<file path="config.mk">
export PLATFORM = sky130hd
export DESIGN_NAME = btn_conditioner
export DESIGN_NICKNAME = d
export VERILOG_FILES = /design/src/rtl/btn_conditioner.sv
export SDC_FILE = /design/constraint.sdc
export NUM_CORES = 1
export LEC_CHECK = 0
export CAP_MARGIN = 15
export CORE_ASPECT_RATIO = 1.1
export CORE_MARGIN = 4
export CORE_UTILIZATION = 61
export DETAILED_ROUTE_END_ITERATION = 10
export GPL_TIMING_DRIVEN = 0
export MAX_ROUTING_LAYER = met4
export PLACE_DENSITY = 0.88
export RECOVER_POWER = 50
export SETUP_SLACK_MARGIN = 0.02
export SLEW_MARGIN = 25
export SYNTH_ARGS = -nofsm -noshare
export SYNTH_HDL_FRONTEND = slang
export SYNTH_HIERARCHICAL = 1
export SYNTH_SLANG_ARGS = --single-unit
</file>
<file path="constraint.sdc">
create_clock -name clk -period 2.6 [get_ports clk]
set_input_delay 0.26 -clock clk [delete_from_list [all_inputs] [get_ports clk]]
set_output_delay 0.26 -clock clk [all_outputs]
set_load 0.1 [all_outputs]
</file>
<file path="src/rtl/btn_conditioner.sv">
// Two-channel push-button conditioner: synchronizer, debounce FSM and
// rising-edge pulse per channel, channels fully independent.

module btn_chan #(
    parameter int unsigned DEBOUNCE_CYCLES = 16
) (
    input  logic clk,
    input  logic rst,
    input  logic raw,
    output logic level,
    output logic rise
);

    typedef enum logic [1:0] {
        LO_STABLE,
        CHK_HI,
        HI_STABLE,
        CHK_LO
    } state_t;

    localparam logic [7:0] CNT_MAX = 8'(DEBOUNCE_CYCLES - 1);

    logic   meta_q;
    logic   sync_q;
    state_t state_q, state_d;
    logic [7:0] cnt_q, cnt_d;
    logic   level_q, level_d;
    logic   rise_q, rise_d;

    // State, counter, synchronizer and output registers
    always_ff @(posedge clk or posedge rst) begin
        if (rst) begin
            meta_q  <= 1'b0;
            sync_q  <= 1'b0;
            state_q <= LO_STABLE;
            cnt_q   <= 8'd0;
            level_q <= 1'b0;
            rise_q  <= 1'b0;
        end else begin
            meta_q  <= raw;
            sync_q  <= meta_q;
            state_q <= state_d;
            cnt_q   <= cnt_d;
            level_q <= level_d;
            rise_q  <= rise_d;
        end
    end

    // Next state and stability counter; a bounce discards the count
    always_comb begin
        state_d = state_q;
        cnt_d   = cnt_q;
        unique case (state_q)
            LO_STABLE: begin
                if (sync_q) begin
                    state_d = CHK_HI;
                    cnt_d   = 8'd0;
                end
            end
            CHK_HI: begin
                if (!sync_q) begin
                    state_d = LO_STABLE;
                    cnt_d   = 8'd0;
                end else if (cnt_q == CNT_MAX) begin
                    state_d = HI_STABLE;
                    cnt_d   = 8'd0;
                end else begin
                    cnt_d = cnt_q + 8'd1;
                end
            end
            HI_STABLE: begin
                if (!sync_q) begin
                    state_d = CHK_LO;
                    cnt_d   = 8'd0;
                end
            end
            CHK_LO: begin
                if (sync_q) begin
                    state_d = HI_STABLE;
                    cnt_d   = 8'd0;
                end else if (cnt_q == CNT_MAX) begin
                    state_d = LO_STABLE;
                    cnt_d   = 8'd0;
                end else begin
                    cnt_d = cnt_q + 8'd1;
                end
            end
            default: begin
                state_d = LO_STABLE;
                cnt_d   = 8'd0;
            end
        endcase
    end

    // Outputs decoded from the next state so they land with the state flop
    always_comb begin
        level_d = (state_d == HI_STABLE) || (state_d == CHK_LO);
        rise_d  = (state_q == CHK_HI) && (state_d == HI_STABLE);
    end

    assign level = level_q;
    assign rise  = rise_q;

endmodule

module btn_conditioner #(
    parameter int unsigned DEBOUNCE_CYCLES = 16
) (
    input  logic clk,
    input  logic rst,
    input  logic btn_x_raw,
    input  logic btn_y_raw,
    output logic x,
    output logic y,
    output logic x_rise,
    output logic y_rise
);

    btn_chan #(
        .DEBOUNCE_CYCLES(DEBOUNCE_CYCLES)
    ) u_chan_x (
        .clk  (clk),
        .rst  (rst),
        .raw  (btn_x_raw),
        .level(x),
        .rise (x_rise)
    );

    btn_chan #(
        .DEBOUNCE_CYCLES(DEBOUNCE_CYCLES)
    ) u_chan_y (
        .clk  (clk),
        .rst  (rst),
        .raw  (btn_y_raw),
        .level(y),
        .rise (y_rise)
    );

endmodule

</file>
# [Word level (Yosys, flattened, before mapping)]
# Index checks and enable logic that the tools add are counted.
[totals] reg_bits=28 output_inout_bits=4
[classes] addsub=2 n_eq_ne=16 muxes=26 n_reduce_logical=8
[ops] op="2-to-1 mux 8 bit" n=10
[ops] op="case mux 8 bit (4 select lines)" n=2
[ops] op="2-to-1 mux 2 bit" n=12
[ops] op="adder 8 x 1 -> 8 bit, second input constant" n=2
[ops] op="equality test 2 bit, second input constant" n=8
[ops] op="equality test 8 x 4 -> 1 bit, second input constant" n=2
[ops] op="case mux 2 bit (4 select lines)" n=2
[ops] op="equality test 2 x 1 -> 1 bit, second input constant" n=2
[ops] op="zero test 2 bit" n=2
[ops] op="!= test 2 x 1 -> 1 bit, second input constant" n=2
[ops] op="!= test 2 bit, second input constant" n=2
[ops] op="AND reduction 2 bit" n=2
[ops] op="logical AND 1 bit" n=2
[ops] op="logical OR 1 bit" n=2

# [Depth between registers and ports, before layout]
[logic_depth] ltp_word=6 ltp_mapped=5

# [By module]
# The synthesis kept the hierarchy.
[by_module_without_submodules] mod="btn_chan" n_inst=2 cells_each=60 area_each_um2=631.9 seq_area_each_um2=325.3

# [Worst setup path before layout]
# No wires, ideal clock.
[synth_path] path_kind="reg2reg" start="register, netlist name u_chan_x/level" end="register u_chan_x.cnt_q[4]" setup_ns=0.122 arrival_ns=1.894 required_ns=2.478 setup_slack_ns=0.585 stages_incl_launch_ff=6 path_buffers=1 period_less_slack_ns=2.015 path_cell_list="dfrtp_1 -> xor2_2 -> and2_1 -> buf_2 -> a21o_1 -> a32o_1"
[synth_lines] element="end signal, assigned" line_no="43" rtl="cnt_q <= cnt_d;"
[synth_lines] element="end, declared" line_no="26" rtl="logic [7:0] cnt_q, cnt_d;"

# [Final worst setup path]
[layout_path] start="register u_chan_x.level_q (netlist: u_chan_x/level)" end="output port x"
[layout_lines] element="start, declared" line_no="27" rtl="logic level_q, level_d;"
[layout_lines] element="start signal, assigned" line_no="44" rtl="level_q <= level_d;"
[layout_lines] element="end, declared" line_no="113" rtl="output logic x,"
# No word-level cell between the ends.

==> metrics.md <==
| Metric | Value |
|---|---|
| Area grow syn2layout | `12.5%` |
| Crit path DAT | `1950 ps` |
| Cell count of the worst reg-to-reg path | `5` |
| Static leakage | `0.637 nW` |
| Clk_lat worst skew | `320 ps` |
| Synth Warn # | `6` |
| Drt first pass iters | `4` |
| # rows | `17` |
| Final setup fails | `0` |
| Routed wire length | `2.07 mm` |
| FF+latch area | `651 µm²` |
| Reg clk slew, reported paths | `150 ps` |
| Clock Tree Buf Depth | `2` |
| Clock sinks | `26` |
| Antenna Violating Nets Remaining | `0` |
| Yosys top cell by area | `dfrtp_1` |
| Detailed-route vias per instance | `5.57` |
| Synth unique cells | `26` |
| Tot Pwr | `0.750 mW` |
| Tcrit/Tclk final | `85.0%` |
| Count leader, synth | `dfrtp_1` |
| Final Hold Vio Count | `0` |
| Per-cell routed wire length | `13.0 µm` |
| Layout cells sized above 1 | `12.2%` |
| Status | `completed` |
| Syn_nets | `126` |
| Top-area cell type share of the netlist area | `51.5%` |
| Post-CTS sizing | `0` |
| Top_reg_cell synth | `dfrtp_1` |
| Synth Register Bits | `26` |
| Crit-path max FO | `4` |
| Clock Skews | `3.47 ps` |
| First-pass GRT wire length | `4.06 mm` |
| Dpl hpwl | `1.51 mm` |
| Beginning of the worst register-to-register path | `u_chan_y/cnt_q[0]$_DFFE_PP0P_` |
| Setup TNS Final | `0 ps` |
| # fillers | `158` |
| RSZ-0062 raised after global routing | `no` |
| Critical path type | `flip-flop to output port` |
| Min Tclk post-route | `2210 ps` |
| Final GP Congestion | `0.856` |
| Core Util, Final | `71.1%` |
| Crit-path cells | `clkdlybuf4s50_1` |
| Post-synth EDFFs | `0` |
| Worst R2R Setup Slack | `920 ps` |
| Ports | `8` |
| Crit path depth | `1` |
| Reg-to-reg endpoint | `u_chan_y/level$_DFF_PP0_` |
| Sequential area share after synthesis | `51.5%` |
| DIE WIDTH | `51.4 µm` |
| Hold Crit Depth | `0` |
| Max frequency | `0.453 GHz` |
| Initial antenna violation count | `0` |
| Critical Path RT | `2340 ps` |
| Largest net degree at the start of global routing | `16` |
| Root Driver | `clkbuf_4` |
| Area of the mapped netlist | `1260 µm²` |
| Starting Density | `63.2%` |
| Final WS setup | `390 ps` |
| Synth Area per Inst | `10.5 µm²` |
| Residual DRC count | `0` |
| Die H | `55.7 µm` |
| Vias in the first global route | `926` |
| Hold Startpoint | `u_chan_y/meta_q$_DFF_PP0_` |
| Commonest cells post-synth | `26 x dfrtp_1, 18 x nand2_1, 18 x nand3_1` |
| Critical Path Source Type | `flip-flop` |
| Main area contributors after synthesis | `dfrtp_1 51%, nand3_1 7.1%, nand2_1 5.3%` |
| Num CTS Buffers | `3` |
| Worst IR Drop VDD | `0.000392 V` |
| Nature of the critical path endpoint | `output port` |
| Max Slew Vio Count | `0` |
| Drt initial violations | `11` |
| Delay-heaviest family, CP | `buffers and inverters` |
| CTS Hold Bufs | `0` |
| Worst hold endpoint | `u_chan_y/sync_q$_DFF_PP0_` |
| Total track usage | `18.8%` |
| Die ar. | `2860 µm²` |
| Core footprint | `2000 µm²` |
| Footprint of the multi-input gates | `581 µm²` |
| TritonCTS clock tree | `built` |
| Post-synthesis cell count | `120` |
| Slew headroom | `35.3%` |
| Worst-margin pin slew | `967 ps` |
| Slowest stage delay, CP | `1170 ps` |
| Total of max-cap violations | `0` |
| Post-placement setup slack | `762 ps` |
| Synth async-reset ratio | `100%` |
| H-tree Lvls | `1` |
| Class of the worst hold path | `flip-flop to flip-flop` |
| Worst path slowest cell | `clkdlybuf4s50_1` |
| Grt ovf | `0` |
| Buffers on Ports | `7` |
| N_diodes | `0` |
| WP buf/inv | `1` |
| Pwr Density | `527 nW/µm²` |
| Layout Nets | `138` |
| Vias | `886` |
| Setup Buffers After CTS | `0` |
sequential cells by signal, summed over array words and instances (netlist names):
register and flops:
u_chan_x/rise 1, u_chan_x/cnt_q 8, u_chan_x/state_q 1, u_chan_y/sync_q 1, u_chan_y/meta_q 1, u_chan_x/level 1, u_chan_y/level 1, u_chan_x/sync_q 1
u_chan_y/rise 1, u_chan_y/cnt_q 8, u_chan_y/state_q 1, u_chan_x/meta_q 1
worst max-delay path by stage:
stage                             startpoint                            end  slack, ps
global route        u_chan_y/level$_DFF_PP0_                              y        310
detailed placement  u_chan_x/level$_DFF_PP0_                              x        760
global placement    u_chan_y/level$_DFF_PP0_                              y        760
CTS                 u_chan_x/level$_DFF_PP0_                              x        370
floorplan           u_chan_x/level$_DFF_PP0_  u_chan_x/cnt_q[4]$_DFFE_PP0P_        580
finish              u_chan_x/level$_DFF_PP0_                              x        390
through the flow:
step / area (µm²) / cells / hold WS (ps)
5_1_grt: 1420 / 159 / 399
2_1_floorplan: 1260 / 120 / 137
4_1_cts: 1420 / 159 / 290
3_5_place_dp: 1370 / 155 / 342
6_report: 1420 / 159 / 370
3_3_place_gp: 1370 / 155 / 336
routing by layer:
metal	global-route usage [%]	vias to the layer above	wire length, µm
li1	-	442	-
met1	25.3	429	954
met2	28.5	13	1030
met3	3.22	2	77
met4	6.74	0	12
met5	-	-	0
cell families after synthesis:
kind of cell | count (synthesis) | synth area share [%]
XOR/XNOR | 4 | 3.96
AND/OR/NAND/NOR | 62 | 25.9
multiplexers | 4 | 3.96
AO/OA/AOI/OAI | 14 | 10.1
flip-flops | 26 | 51.5
adder cells (fa/ha/maj) | 2 | 1.98
buffers and inverters | 8 | 2.57
layout by cell type (no fill, tap or decap), drive strengths merged, types with 3 or more instances in the layout:
| cell type | n |
|---|---|
| dfrtp | 26 |
| nand3 | 18 |
| nand2 | 18 |
| or3 | 8 |
| inv | 6 |
| o21ai | 6 |
| clkdlybuf4s50 | 4 |
| nor2 | 4 |
| xor2 | 4 |
| and2 | 4 |
| clkbuf | 3 |
| dlygate4sd3 | 3 |
where the power goes:
| part | internal (mW) | total [mW] | switching [mW] |
|---|---|---|---|
| combinational | 0.0174 | 0.0435 | 0.0261 |
| sequential | 0.414 | 0.427 | 0.0123 |
| clock | 0.156 | 0.279 | 0.124 |
final cells by class:
class | instances | share of cell area [%]
inverters | 6 | 1.58
multi-input cells | 86 | 40.8
well taps | 28 | 2.46
plain buffers | 2 | 0.704
clock buffers | 3 | 1.58
clock inverters | 1 | 2.11
flip-flops and latches | 26 | 45.8
repair buffers | 7 | 4.93
(Power assumes the default switching activity.)
